$ cat config.mk
export PLATFORM = sky130hd
export DESIGN_NAME = blink_scheduler
export DESIGN_NICKNAME = d
export VERILOG_FILES = /design/src/rtl/blink_scheduler.sv
export SDC_FILE = /design/constraint.sdc
export NUM_CORES = 1
export LEC_CHECK = 0
export ABC_CLOCK_PERIOD_IN_PS = 8600
export CAP_MARGIN = 15
export CORE_ASPECT_RATIO = 1.2
export CORE_MARGIN = 8
export CORE_UTILIZATION = 62
export DETAILED_ROUTE_END_ITERATION = 16
export PLACE_DENSITY_LB_ADDON = 0.3
export SYNTH_ARGS = -nofsm -noshare
export SYNTH_HDL_FRONTEND = slang
export SYNTH_SLANG_ARGS = --single-unit
$ cat constraint.sdc
create_clock -name CLK -period 8.6 [get_ports CLK]
set_input_delay 1.29 -clock CLK [delete_from_list [all_inputs] [get_ports CLK]]
set_output_delay 1.29 -clock CLK [all_outputs]
set_load 0.01 [all_outputs]
$ cat src/rtl/blink_scheduler.sv
// rtl/blink_scheduler.sv - one-hot status output walk driven by a prescaled phase counter (optional pause: BLINK_SCHED_PAUSE_EN)
module blink_scheduler #(
    parameter int WIDTH  = 26,
    parameter int NPHASE = 4
) (
    input  logic                      CLK,
    input  logic                      RESETN,
    input  logic                      START,
    input  logic                      STOP,
    input  logic                      ONESHOT,
    input  logic [WIDTH-1:0]          DIV,
`ifdef BLINK_SCHED_PAUSE_EN
    input  logic                      PAUSE,
`endif
    output logic                      BUSY,
    output logic                      DONE,
    output logic                      TICK,
    output logic [$clog2(NPHASE)-1:0] PHASE,
    output logic                      D1,
    output logic                      D2,
    output logic                      DSR,
    output logic                      CTS
);

    localparam int PW = $clog2(NPHASE);
    localparam logic [PW-1:0]     LAST_PHASE = PW'(NPHASE - 1);
    localparam logic [NPHASE-1:0] ONE_HOT0   = NPHASE'(1);

    typedef enum logic [1:0] {
        S_IDLE     = 2'd0,
        S_RUN      = 2'd1,
        S_STOPPING = 2'd2
    } state_t;

    state_t             state_q, state_d;
    logic [WIDTH-1:0]   cnt_q, cnt_d;
    logic [WIDTH-1:0]   div_q, div_d;
    logic               mode_q, mode_d;
    logic [PW-1:0]      phase_q, phase_d;
    logic               busy_q, busy_d;
    logic               done_q, done_d;
    logic               tick_q, tick_d;
    logic [NPHASE-1:0]  leds_q, leds_d;

    logic               run_en;
    logic               terminal;
    logic               finish;

`ifdef BLINK_SCHED_PAUSE_EN
    assign run_en = !PAUSE;
`else
    assign run_en = 1'b1;
`endif

    assign terminal = (cnt_q == div_q - WIDTH'(1));
    // A terminal count ends the walk when stopping, on a fresh stop, or at the end of a one-shot pass
    assign finish   = (state_q == S_STOPPING) || STOP || (mode_q && (phase_q == LAST_PHASE));

    // State register and all registered outputs
    always_ff @(posedge CLK or negedge RESETN) begin
        if (!RESETN) begin
            state_q <= S_IDLE;
            cnt_q   <= '0;
            div_q   <= WIDTH'(1);
            mode_q  <= 1'b0;
            phase_q <= '0;
            busy_q  <= 1'b0;
            done_q  <= 1'b0;
            tick_q  <= 1'b0;
            leds_q  <= '0;
        end else begin
            state_q <= state_d;
            cnt_q   <= cnt_d;
            div_q   <= div_d;
            mode_q  <= mode_d;
            phase_q <= phase_d;
            busy_q  <= busy_d;
            done_q  <= done_d;
            tick_q  <= tick_d;
            leds_q  <= leds_d;
        end
    end

    // Next-state and next-output logic; DONE and TICK default low so they only ever pulse
    always_comb begin
        state_d = state_q;
        cnt_d   = cnt_q;
        div_d   = div_q;
        mode_d  = mode_q;
        phase_d = phase_q;
        busy_d  = busy_q;
        done_d  = 1'b0;
        tick_d  = 1'b0;
        leds_d  = leds_q;
        case (state_q)
            S_IDLE: begin
                if (START && !STOP) begin
                    div_d   = (DIV == '0) ? WIDTH'(1) : DIV;
                    mode_d  = ONESHOT;
                    cnt_d   = '0;
                    phase_d = '0;
                    busy_d  = 1'b1;
                    leds_d  = ONE_HOT0;
                    state_d = S_RUN;
                end
            end
            S_RUN, S_STOPPING: begin
                if (run_en && terminal) begin
                    cnt_d  = '0;
                    tick_d = 1'b1;
                    if (finish) begin
                        state_d = S_IDLE;
                        phase_d = '0;
                        busy_d  = 1'b0;
                        done_d  = 1'b1;
                        leds_d  = '0;
                    end else begin
                        phase_d = phase_q + PW'(1);
                        leds_d  = ONE_HOT0 << phase_d;
                    end
                end else begin
                    if (run_en) begin
                        cnt_d = cnt_q + WIDTH'(1);
                    end
                    if (state_q == S_RUN && STOP) begin
                        state_d = S_STOPPING;
                    end
                end
            end
            default: begin
                state_d = S_IDLE;
            end
        endcase
    end

    assign BUSY  = busy_q;
    assign DONE  = done_q;
    assign TICK  = tick_q;
    assign PHASE = phase_q;
    assign D1    = leds_q[0];
    assign D2    = leds_q[1];
    assign DSR   = leds_q[2];
    assign CTS   = leds_q[3];

endmodule

==> results of run 1 <==
[critical path, delay by kind of cell, from the launching register on]
kind,cells,cell delay (ps)
AOI/OAI and AO/OA,4,630
buffers and inverters,1,70
and+or+nand+nor,5,2340
DFF,1,490
[state kept, by name (all words and copies together) (netlist names), 2 cells and up]
| register | count |
|---|---|
| cnt_q | 26 |
| leds_q | 4 |
| state_q | 2 |
| div_q | 26 |
| PHASE | 2 |
[report_power, final]
group	leakage (nW)	internal [mW]	total (mW)	switching (mW)
Clock	0.110	0.193	0.309	0.116
Combinational	0.937	0.258	0.531	0.273
Sequential	0.816	0.381	0.494	0.112
Total	1.86	0.832	1.33	0.502
[cell usage after synthesis, types with 2 or more instances]
| cell | count |
|---|---|
| o21ai_1 | 5 |
| and3b_1 | 2 |
| xor2_1 | 24 |
| nand3_1 | 12 |
| o21ai_0 | 4 |
| buf_2 | 3 |
| inv_1 | 16 |
| nand2_1 | 26 |
| a21oi_1 | 10 |
| dfrtp_1 | 63 |
| o211ai_1 | 4 |
| nand2b_1 | 7 |
| o21a_1 | 2 |
| a31oi_1 | 2 |
| nor3_1 | 12 |
| xnor2_1 | 27 |
| a211oi_1 | 3 |
| or4_1 | 3 |
| a22o_1 | 5 |
| a22oi_1 | 2 |
| mux2_2 | 26 |
| clkbuf_1 | 6 |
| ha_1 | 10 |
| and4_1 | 3 |
| o22ai_1 | 2 |
| mux2i_1 | 3 |
| and3_1 | 7 |
| nor2_1 | 38 |
| a2111oi_0 | 2 |
| or3_1 | 4 |
| nand4_1 | 12 |
| nor4_1 | 14 |
| nor4_2 | 2 |
[logic make-up (layout without fill, tap and decap cells)]
family	count (synthesis)	after routing	share of synthesized area (%)
adder cells (fa/ha/maj)	10	10	3.24
multiplexers	30	30	8.66
AND/OR/NAND/NOR	155	155	21.8
flip-flops	64	64	41.5
AO/OA/AOI/OAI	53	53	9.66
buffers and inverters	27	77	2.95
XOR/XNOR	52	52	12.2
[per-stage QoR]
| step | std cells | util (%) | hold slack (ps) |
|---|---|---|---|
| floorplan | 391 | - | 494 |
| global placement | 507 | 72.1 | 474 |
| detailed placement | 507 | 72.1 | 475 |
| CTS | 523 | 76.0 | 490 |
| global route | 523 | 76.0 | 539 |
| finish | 523 | 76.0 | 483 |
[worst paths after layout]
kind	start	endpoint	slack, ps	cells after the start
max reg2reg	div_q[9]$_DFFE_PN0P_	leds_q[1]$_DFFE_PN0P_	4940	10
min in group asynchronous	RESETN	div_q[4]$_DFFE_PN0P_	1110	2
max in group asynchronous	RESETN	div_q[15]$_DFFE_PN0P_	6970	2
min reg2reg	BUSY$_DFFE_PN0P_	BUSY$_DFFE_PN0P_	480	2
max	div_q[9]$_DFFE_PN0P_	leds_q[1]$_DFFE_PN0P_	4940	10
min	BUSY$_DFFE_PN0P_	BUSY$_DFFE_PN0P_	480	2
[routing by layer]
layer | up-vias | share of wire [%] | GRT usage, %
li1 | 1505 | - | -
met1 | 1593 | 41 | 26.2
met2 | 115 | 51 | 36.5
met3 | 31 | 4.6 | 3.30
met4 | 0 | 4.0 | 12.9
met5 | - | 0 | 0
[layout make-up]
type / count / area [sq um]
Tap cell: 82 / 103
Clock buffer: 11 / 131
Timing Repair Buffer: 44 / 423
Inverter: 17 / 65.1
Sequential cell: 64 / 1600
Clock inverter: 5 / 105
Fill cell: 377 / 1440
Multi-Input combinational cell: 300 / 2140
==> results.toml, run 1 <==
[clock_network]
post_cts_resized = 0
clockBufferDepth = 2
cts-hold-fix-buffers = 0
cts_made_buffers = 9
clock_sinks = 64
cts_tree = "built"
h-tree-depth = 3
post_cts_buffers = 0
clkLatencyLatePin_ps = 350
clkTransAtPathRegs_ps = 70
cts-root-buf = "clkbuf_8"

[floorplan]
rows = 31
io_pins = 40
core_sq_mm = 0.00601
die_w_um = 88.0
die_h_um = 102
die_area_sq_mm = 0.00901
start_util_pct = 64.2

[yosys]
synth_edf_count = 0
async_flop_share_pct = 100
netlist_instances = 391
synth.avg_cell_area_sq_um = 9.87
yosysWarnings = 0
synth_top_cell_by_area = "dfrtp_1"
syn_nets = 432
synth_ff_type = "dfrtp_1"
synth_seq_area_share_pct = 41.5
yosysUniqueCellTypes = 63
synth-seq-cells = 64
synth_area_sq_mm = 0.00386
ys_top_cells_by_area = "dfrtp_1 41%, mux2_2 7.6%, xnor2_1 6.1%"
synth_top_area_share_pct = 40.9

[pwr]
p_leak_nw = 1.86
p_per_area_mw_per_mm2 = 292
max-vdd-ir-drop_mv = 0.173
power.total_mw = 1.33

[setup_path]
crit_chain = "or4_4, or4b_1, or4_1, o41a_1, a21oi_2, nand4_2, or2_4, clkinv_2, o21ai_2, a22o_1"
path_max_fanout = 9
cp_slowest_cell = "or4b_1"
crit_arrival_ps = 3890
critPathMaxStageDelay_ps = 650
start_kind = "register"
critPathRequiredTime_ps = 8840
end_kind = "register"
critical_path_class = "register to register"

[timing]
rsz0062_at_grt = "false"
setup_ws_ps = 4940
period_share_pct = 42.5
drv_slew = 0
setup_viol = 0
slew_headroom_pct = 47.3
max_freq_mhz = 274
fin_worst_skew_ps = 9.23
tightest_slew_ps = 791
fin_setup_tns_ps = 0
min_period_ps = 3660
hold_violations = 0

[layout]
final_nets = 477
drive_gt1_share_pct = 13.8
diodes = 0
stdcell_area_sq_mm = 0.00457
final_cell_mix = "63 x dfrtp_1, 38 x nor2_1, 38 x clkdlybuf4s50_1, 27 x xnor2_1"
final_common_cell = "dfrtp_1"
syn_to_final_growth_pct = 18.5

[global_routing]
overflow = 0
grt_pass1_vias = 3231
track_usage_pct = 21.9
grt_max_degree = 65
grt_pass1_wl_mm = 15.4
antenna_found_initial = 0

[routing]
wire_per_inst_um = 16.9
dr_total_vias = 3244
drtIter0Drc = 143
drt-total-wl_mm = 8.84
vias_per_cell = 6.20
ant_nets = 0
drtPass1Iterations = 5
post-route-drc-count = 0

[placement]
detailed_place_hpwl_mm = 6.39
io_buffers = 39
dp_slack_ps = 4920
place_area_sq_mm = 0.00434
gp_congestion = 0.857

[outcome]
outcome = "finished, final reports clean"

[min_path]
hp-class = "register to register"

[job]
maxCapViolCount = 0
(Power assumes the default switching activity.)
==> run 2: changes to the inputs <==
--- a/config.mk
+++ b/config.mk
@@ -5,11 +5,11 @@
 export SDC_FILE = /design/constraint.sdc
 export NUM_CORES = 1
 export LEC_CHECK = 0
-export ABC_CLOCK_PERIOD_IN_PS = 8600
+export ABC_CLOCK_PERIOD_IN_PS = 3400
 export CAP_MARGIN = 15
 export CORE_ASPECT_RATIO = 1.2
 export CORE_MARGIN = 8
-export CORE_UTILIZATION = 62
+export CORE_UTILIZATION = 57
 export DETAILED_ROUTE_END_ITERATION = 16
 export PLACE_DENSITY_LB_ADDON = 0.3
 export SYNTH_ARGS = -nofsm -noshare
==> constraint.sdc (replaced) <==
create_clock -name CLK -period 3.4 [get_ports CLK]
set_input_delay 0.51 -clock CLK [delete_from_list [all_inputs] [get_ports CLK]]
set_output_delay 0.51 -clock CLK [all_outputs]
set_load 0.01 [all_outputs]
==> results.toml, run 2 (synthesis gave the netlist of run 1 again) <==
[outcome]
outcome = "finished, final reports clean"

[floorplan]
rows = 33
die_area_sq_mm = 0.00967
io_pins = 40
die_w_um = 91.1
die_h_um = 106
start_util_pct = 57.7
core_sq_mm = 0.00669

[layout]
syn_to_final_growth_pct = 22.3
final_util_pct = 70.5
top_regs = "cnt_q (26), div_q (26), leds_q (4)"
stdcell_count = 542
stdcell_area_sq_mm = 0.00472
final_cell_mix = "63 x dfrtp_1, 38 x nor2_1, 38 x clkdlybuf4s50_1, 27 x xnor2_1"
final_common_cell = "dfrtp_1"
final_nets = 491
drive_gt1_share_pct = 17.4
diodes = 0

[routing]
ant_nets = 0
dr_total_vias = 3169
wire_per_inst_um = 16.9
drtPass1Iterations = 5
post-route-drc-count = 0
vias_per_cell = 5.85
drt-total-wl_mm = 9.15
drtIter0Drc = 142

[clock_network]
cts-hold-fix-buffers = 0
cts-root-buf = "clkbuf_8"
h-tree-depth = 3
clockBufferDepth = 2
clock_sinks = 64
cts_tree = "built"
clkLatencyLatePin_ps = 340
cts_made_buffers = 9
clkTransAtPathRegs_ps = 70

[setup_path]
rr_startpoint = "div_q[11]$_DFFE_PN0P_"
critical_path_class = "register to register"
reg2reg_to = "state_q[0]$_DFFE_PN0P_"
crit_arrival_ps = 3480
critPathRequiredTime_ps = 3610
path_max_fanout = 7
rrSetupSlack_ps = 130
rr_worst_depth = 9
end_kind = "register"
start_kind = "register"

[timing]
max_freq_mhz = 306
min_period_ps = 3270
hold_violations = 0
fin_setup_tns_ps = 0
fin_worst_skew_ps = 12.1
rsz0062_at_grt = "false"
tightest_slew_ps = 541
period_share_pct = 96.2
drv_slew = 0
setup_viol = 0
slew_headroom_pct = 63.0

[job]
maxCapViolCount = 0

[global_routing]
antenna_found_initial = 0
grt_pass1_wl_mm = 15.4
track_usage_pct = 19.5
overflow = 0
grt_max_degree = 52
grt_pass1_vias = 3237

[placement]
detailed_place_hpwl_mm = 6.90
gp_congestion = 0.896
io_buffers = 39
dpl.cell_count = 525
place_area_sq_mm = 0.00445

[min_path]
hp-class = "primary input to async pin"

[pwr]
max-vdd-ir-drop_mv = 0.473
p_leak_nw = 1.94
power.total_mw = 3.48
p_per_area_mw_per_mm2 = 737
==> run 2: cell type report <==
cell class,count,area (sq um)
clock buffer,12,155
clock inverter,4,76.3
fill,501,1970
inverter,17,65.1
multi-input combinational,300,2160
sequential,64,1600
tap,87,109
timing repair buffer,58,553
==> run 2: repair_timing <==
item,4_1_cts,5_1_grt
gates resized for setup,0,3
hold endpoints to repair,0,0
endpoints found under the setup margin,0,32
setup buffers,0,0
==> run 2: power breakdown <==
group | switching, mW | internal, mW
combinational | 0.742 | 0.748
sequential | 0.268 | 0.964
clock | 0.300 | 0.455
total | 1.31 | 2.17
==> run 2: how the worst max path moves through the flow <==
stage	from	end	slack [ps]	cells after the start
final	div_q[11]$_DFFE_PN0P_	state_q[0]$_DFFE_PN0P_	130	9
after global routing	div_q[11]$_DFFE_PN0P_	state_q[0]$_DFFE_PN0P_	7	9
after CTS	div_q[11]$_DFFE_PN0P_	leds_q[1]$_DFFE_PN0P_	3	11
after detailed placement	div_q[11]$_DFFE_PN0P_	state_q[0]$_DFFE_PN0P_	50	9
after global placement	div_q[9]$_DFFE_PN0P_	PHASE[1]$_DFFE_PN0P_	120	10
after floorplan	div_q[9]$_DFFE_PN0P_	leds_q[1]$_DFFE_PN0P_	90	12
==> run 2: per-layer routing <==
layer | global-route usage [%] | routed length, um | vias up
li1 | - | - | 1531
met1 | 21.3 | 3670 | 1539
met2 | 35.4 | 4780 | 75
met3 | 4.72 | 415 | 24
met4 | 7.50 | 279 | 0
met5 | 0 | 0 | -
==> run 2: worst max-delay path, stage by stage, from the launching register on <==
cell and delay (ps):
dfrtp_1 420, or4_4 520, or4b_4 550, or4_1 530, o41a_1 130, a21oi_2 190, and4_4 270, nand3b_1 110
nand3_1 100, mux2_1 330
==> run 2: through the flow <==
step           hold slack, ps  setup slack [ps]
2_1_floorplan             214              85.5
3_3_place_gp              473               118
3_5_place_dp              497              52.3
4_1_cts                   437              3.42
5_1_grt                  96.7              7.34
6_report                 72.5               130
==> run 3: changes to the inputs <==
--- a/config.mk
+++ b/config.mk
@@ -11,6 +11,7 @@
 export CORE_MARGIN = 8
 export CORE_UTILIZATION = 57
 export DETAILED_ROUTE_END_ITERATION = 16
+export GPL_TIMING_DRIVEN = 0
 export PLACE_DENSITY_LB_ADDON = 0.3
 export SYNTH_ARGS = -nofsm -noshare
 export SYNTH_HDL_FRONTEND = slang
==> results.toml, run 3 (synthesis gave the netlist of run 1 again) <==
[routing]
post-route-drc-count = 0
met2_wirelength_mm = 5.21
m1WireLength_mm = 3.80
drt-total-wl_mm = 9.76
wire_per_inst_um = 17.7
highest_layer = "met4"
dr_total_vias = 3256
drtPass1Iterations = 4
drtIter0Drc = 161
ant_nets = 0
dr_wl_met3_um = 412
vias_per_cell = 5.92

[layout]
syn_to_final_growth_pct = 26.6
stdcell_area_sq_mm = 0.00489
n_fill_cell = 492
drive_gt1_share_pct = 20.1
top_regs = "cnt_q (26), div_q (26), leds_q (4)"
final_common_cell = "dfrtp_1"
final_cell_mix = "63 x dfrtp_1, 38 x clkdlybuf4s50_1, 36 x nor2_1"
diodes = 0
final_nets = 499

[setup_path]
cp_slowest_cell = "or4_4"
critPathMaxStageDelay_ps = 560
cpLargestDelayFamily = "simple AND/OR/NAND/NOR gates"
critPathRequiredTime_ps = 3640
start_kind = "register"
crit_arrival_ps = 3610
end_kind = "register"
rr_worst_depth = 12
crit_buf_inv = 3
reg2reg_to = "leds_q[2]$_DFFE_PN0P_"
path_max_fanout = 7
rrSetupSlack_ps = 30
rr_startpoint = "div_q[9]$_DFFE_PN0P_"
crit_chain = "buf_6, or4_4, or4b_4, buf_6, nor4_4, xnor2_2, nor4_4, nand4_4, or2_4, inv_4, o21ai_4, a22o_1"
critical_path_class = "register to register"

[clock_network]
clkTransAtPathRegs_ps = 70
clkLatencyLatePin_ps = 350
cts-hold-fix-buffers = 0
h-tree-depth = 3
clockBufferDepth = 2
clock_sinks = 64
cts_made_buffers = 9
cts-root-buf = "clkbuf_8"
cts_tree = "built"

[floorplan]
die_area_sq_mm = 0.00967
rows = 33
die_w_um = 91.1
core_sq_mm = 0.00669
start_util_pct = 57.7
die_h_um = 106
io_pins = 40

[timing]
fin_worst_skew_ps = 9.25
setup_viol = 0
setup_ws_ps = 26.4
min_period_ps = 3370
period_share_pct = 99.2
max_freq_mhz = 296
tightest_slew_ps = 817
drv_slew = 0
rsz0062_at_grt = "true"
hold_violations = 0
slew_headroom_pct = 45.5

[pwr]
power.total_mw = 3.69
max-vdd-ir-drop_mv = 0.462
p_switching_mw = 1.47
p_leak_nw = 2.01
clockPowerShare_pct = 19.4
swShare_pct = 39.8
power_frac_seq_pct = 34.3
p_int_mw = 2.22
combPwrFrac_pct = 46.3
p_per_area_mw_per_mm2 = 756

[global_routing]
antenna_found_initial = 0
grt_pass1_wl_mm = 15.6
grt_max_degree = 65
overflow = 0
track_usage_pct = 20.1
grt_pass1_vias = 3333

[placement]
gp_congestion = 0.872
dp_slack_ps = -654
io_buffers = 39
place_area_sq_mm = 0.00437
detailed_place_hpwl_mm = 6.73

[outcome]
outcome = "finished, final reports clean"

[min_path]
hp-class = "primary input to async pin"

[job]
maxCapViolCount = 0
[run 3: cell count changes in the layout (fill, tap and decap cells not counted), moves of 3 or more]
cell	previous run	this run
nor4_4	0	4
clkbuf_1	1	7
buf_6	0	4
nor4_1	13	10
[run 3: timing repair]
action,CTS,global route
gates resized for setup,21,19
buffers inserted,10,6
hold endpoints to repair,0,0
endpoints found under the setup margin,37,34
pin swaps,14,18
cloned,1,0
[run 3: power by group through the flow]
stage | Clock [mW] | Sequential (mW) | Combinational (mW)
2_1_floorplan | 0 | 1.17 | 1.08
3_3_place_gp | 0 | 1.24 | 1.32
3_5_place_dp | 0 | 1.25 | 1.37
4_1_cts | 0.723 | 1.24 | 1.57
5_1_grt | 0.756 | 1.30 | 1.86
6_report | 0.715 | 1.27 | 1.71
[run 3: worst max-delay path by stage]
stage,start,end,cells past startpoint
after CTS,div_q[12]$_DFFE_PN0P_,state_q[0]$_DFFE_PN0P_,10
after global routing,div_q[9]$_DFFE_PN0P_,leds_q[1]$_DFFE_PN0P_,12
after global placement,div_q[0]$_DFFE_PN1P_,cnt_q[25]$_DFFE_PN0P_,12
final,div_q[9]$_DFFE_PN0P_,leds_q[2]$_DFFE_PN0P_,12
after floorplan,div_q[9]$_DFFE_PN0P_,leds_q[1]$_DFFE_PN0P_,12
after detailed placement,div_q[1]$_DFFE_PN0P_,cnt_q[6]$_DFFE_PN0P_,12
[run 3: layout make-up]
cell class	count	area [sq um]	share of cell area, %
Buffer	9	60.1	1.23
Sequential cell	64	1600	32.8
Multi-Input combinational cell	300	2310	47.2
Clock inverter	6	83.8	1.72
Clock buffer	10	128	2.61
Timing Repair Buffer	57	531	10.9
Tap cell	87	109	2.23
Inverter	17	66.3	1.36
[run 3: per-layer routing]
| layer | GRT usage [%] | up-vias |
|---|---|---|
| met5 | 0 | - |
| li1 | - | 1545 |
| met3 | 5.00 | 25 |
| met2 | 36.2 | 82 |
| met1 | 21.0 | 1604 |
| met4 | 11.3 | 0 |
[run 3: worst reg2reg max path: stages (launching register included)]
cell,delay [ps]
dfrtp_1,380
buf_6,130
or4_4,560
or4b_4,540
buf_6,170
nor4_4,250
xnor2_2,120
nor4_4,320
nand4_4,140
or2_4,290
inv_4,70
o21ai_4,60
a22o_1,230
[run 3: stage by stage]
step                      setup TNS (ps)  hold WS [ps]  std cells  util [%]
after floorplan                        0           214        391         -
after global placement            -29450           466        517      65.2
after detailed placement          -17650           476        518      65.3
after CTS                          -22.8           275        545      71.0
after global routing                -387           312        550      73.0
final                                  0           230        550      73.0
==> RTL change (flow settings as in run 2) <==
Build with the macro `BLINK_SCHED_PAUSE_EN` defined.
--- a/src/rtl/blink_scheduler.sv
+++ b/src/rtl/blink_scheduler.sv
@@ -1,2 +1,4 @@
 // rtl/blink_scheduler.sv - one-hot status output walk driven by a prescaled phase counter (optional pause: BLINK_SCHED_PAUSE_EN)
+`define BLINK_SCHED_PAUSE_EN
+
 module blink_scheduler #(
Ports: changed (added PAUSE); port bits go from 40 to 41. No check against the original RTL was run, so the function may have changed too.
==> RTL change against run 2 <==
  * Critical path type unchanged
  * Core utilization is 2.5 points higher
  * Area after synthesis up 3.7%
  * Power up 8.9%
  * Wire length rose by 17%
  * First-iteration DRC count up 36%
  * Final area up 5.4%
  * Sequential cell count stayed put
  * Setup slack got worse by 91 ps
==> RTL change: results (changes against run 2) <==
| Metric | Value |
|---|---|
| Run status | `finished clean` |
| Final nets | `526 (+7.1%)` |
| Final-layout fill cell count | `487 (-2.8%)` |
| Destination of the critical timing path | `PHASE[1]` |
| Met1 routed wirelength after detailed routing | `4280 um (+17%)` |
| Via total after detailed routing | `3,506 (+11%)` |
| DR WL met3 | `576 um (+39%)` |
| Largest cells by area after synthesis | `dfrtp_1 39%, mux2_2 6.8%, xnor2_1 6.1%` |
| Setup slack of the worst register-to-register path | `40 ps (-90 ps)` |
| Unique cell type count in the Yosys netlist | `60 (-4.8%)` |
| Post-synthesis sequential area ratio | `0.400 (-0.0149)` |
| Post-placement cell area | `4660 um^2 (+4.6%)` |
| Fraction of layout cells with a size suffix above 1 | `0.192 (+0.0186)` |
| Post-detailed-placement half-perimeter wirelength | `7840 um (+14%)` |
| Net Count, Synth | `459 (+6.3%)` |
| Root Buffer | `clkbuf_8` |
| Worst IR drop on VDD | `779 uV (+65%)` |
| Area leader, netlist | `dfrtp_1` |
| Count of TritonRoute iterations in the first routing pass | `4 (-1)` |
| Largest net degree at the start of global routing | `35 (-33%)` |
| Transition at the pin with the smallest max-transition slack | `487 ps (-53.7 ps)` |
| DR WL met2 | `5610 um (+17%)` |
| DR iter-0 viols | `193 (+36%)` |
| Data arrival time of the critical path | `3630 ps (+150 ps)` |
| Most frequent cells after synthesis | `63 x dfrtp_1, 45 x nor2_1, 31 x nand2_1` |
| Wire length of the first global-routing pass | `17,400 um (+13%)` |
| Routability cong. | `0.949 (+5.9%)` |
| Total detailed-routing wirelength | `10,700 um (+17%)` |
| Port Buffers | `40 (+2.6%)` |
| Layout Skew | `9.09 ps (-2.96 ps)` |
==> RTL change: changes by cell type after synthesis, sizes merged, moves of 3 or more <==
| cell | before | now |
|---|---|---|
| nand3 | 12 | 23 |
| nor2 | 39 | 46 |
| nand4 | 13 | 7 |
| o21ai | 10 | 16 |
| clkbuf | 6 | 11 |
| nand2 | 26 | 31 |
| o31ai | 0 | 5 |
| a22o | 5 | 2 |
| a31oi | 2 | 5 |
| mux2i | 3 | 6 |
| nand2b | 7 | 4 |
| nor3 | 13 | 10 |
==> RTL change: worst max-delay path: stages, from the launching register on <==
cell       delay [ps]
dfstp_2           560
inv_1              60
ha_1              210
nor3b_4           160
a21o_1            200
a2111oi_2         320
or4b_4            520
a2111oi_4         490
a31oi_4           200
nor2_4            160
buf_12            180
mux2i_1           200
==> RTL change: cells by family (layout without fill, tap and decap cells) <==
family	Yosys count	after routing	synth area share
AOI/OAI and AO/OA	62	62	0.116
xor gates and xnor gates	52	52	0.114
adders and majority gates	10	10	0.0313
buffers and inverters	31	103	0.0319
DFF	64	64	0.400
muxes	31	31	0.0853
and+or+nand+nor	167	167	0.221
==> RTL change: cell type report <==
type,instances,area (um^2),area share
clock buffers,13,149,0.0299
clock inverters,3,65.1,0.0131
inverters,16,60.1,0.0121
multi-input cells,322,2340,0.471
flip-flops and latches,64,1600,0.322
well taps,87,109,0.0219
repair buffers,71,648,0.130
==> RTL change: through the flow <==
stage                     instances  setup slack (ps)  hold slack, ps  utilization
after floorplan                 417               277             214            -
after global placement          556              51.2             391        0.684
after detailed placement        556              41.5             391        0.684
after CTS                       572              9.47            28.1        0.715
after global routing            576             -25.9            25.7        0.730
final                           576              38.5            27.6        0.730
==> RTL change: what timing repair did <==
| action | in CTS | in global routing |
|---|---|---|
| setup buffers | 0 | 4 |
| endpoints found under the setup margin | 0 | 35 |
| resized for setup | 0 | 14 |
==> RTL change: where the power goes <==
part / switching, W / total (W) / internal, W
sequential: 0.000243 / 0.00122 / 0.000973
combinational: 0.00101 / 0.00184 / 0.000831
clock: 0.000294 / 0.000727 / 0.000433
==> RTL change: worst min-delay path by stage <==
stage           start        end  slack, ps  cells past startpoint
3_3_place_gp   RESETN  div_q[18]        390                      1
5_1_grt        RESETN  div_q[17]         30                      1
4_1_cts        RESETN  div_q[17]         30                      1
3_5_place_dp   RESETN  div_q[17]        390                      1
2_1_floorplan  RESETN       BUSY        210                      0
6_report       RESETN  div_q[17]         30                      1
==> RTL change: routing by layer <==
metal | GRT usage | vias up
li1 | - | 1636
met5 | 0 | -
met4 | 0.106 | 0
met2 | 0.378 | 102
met3 | 0.0377 | 23
met1 | 0.250 | 1745
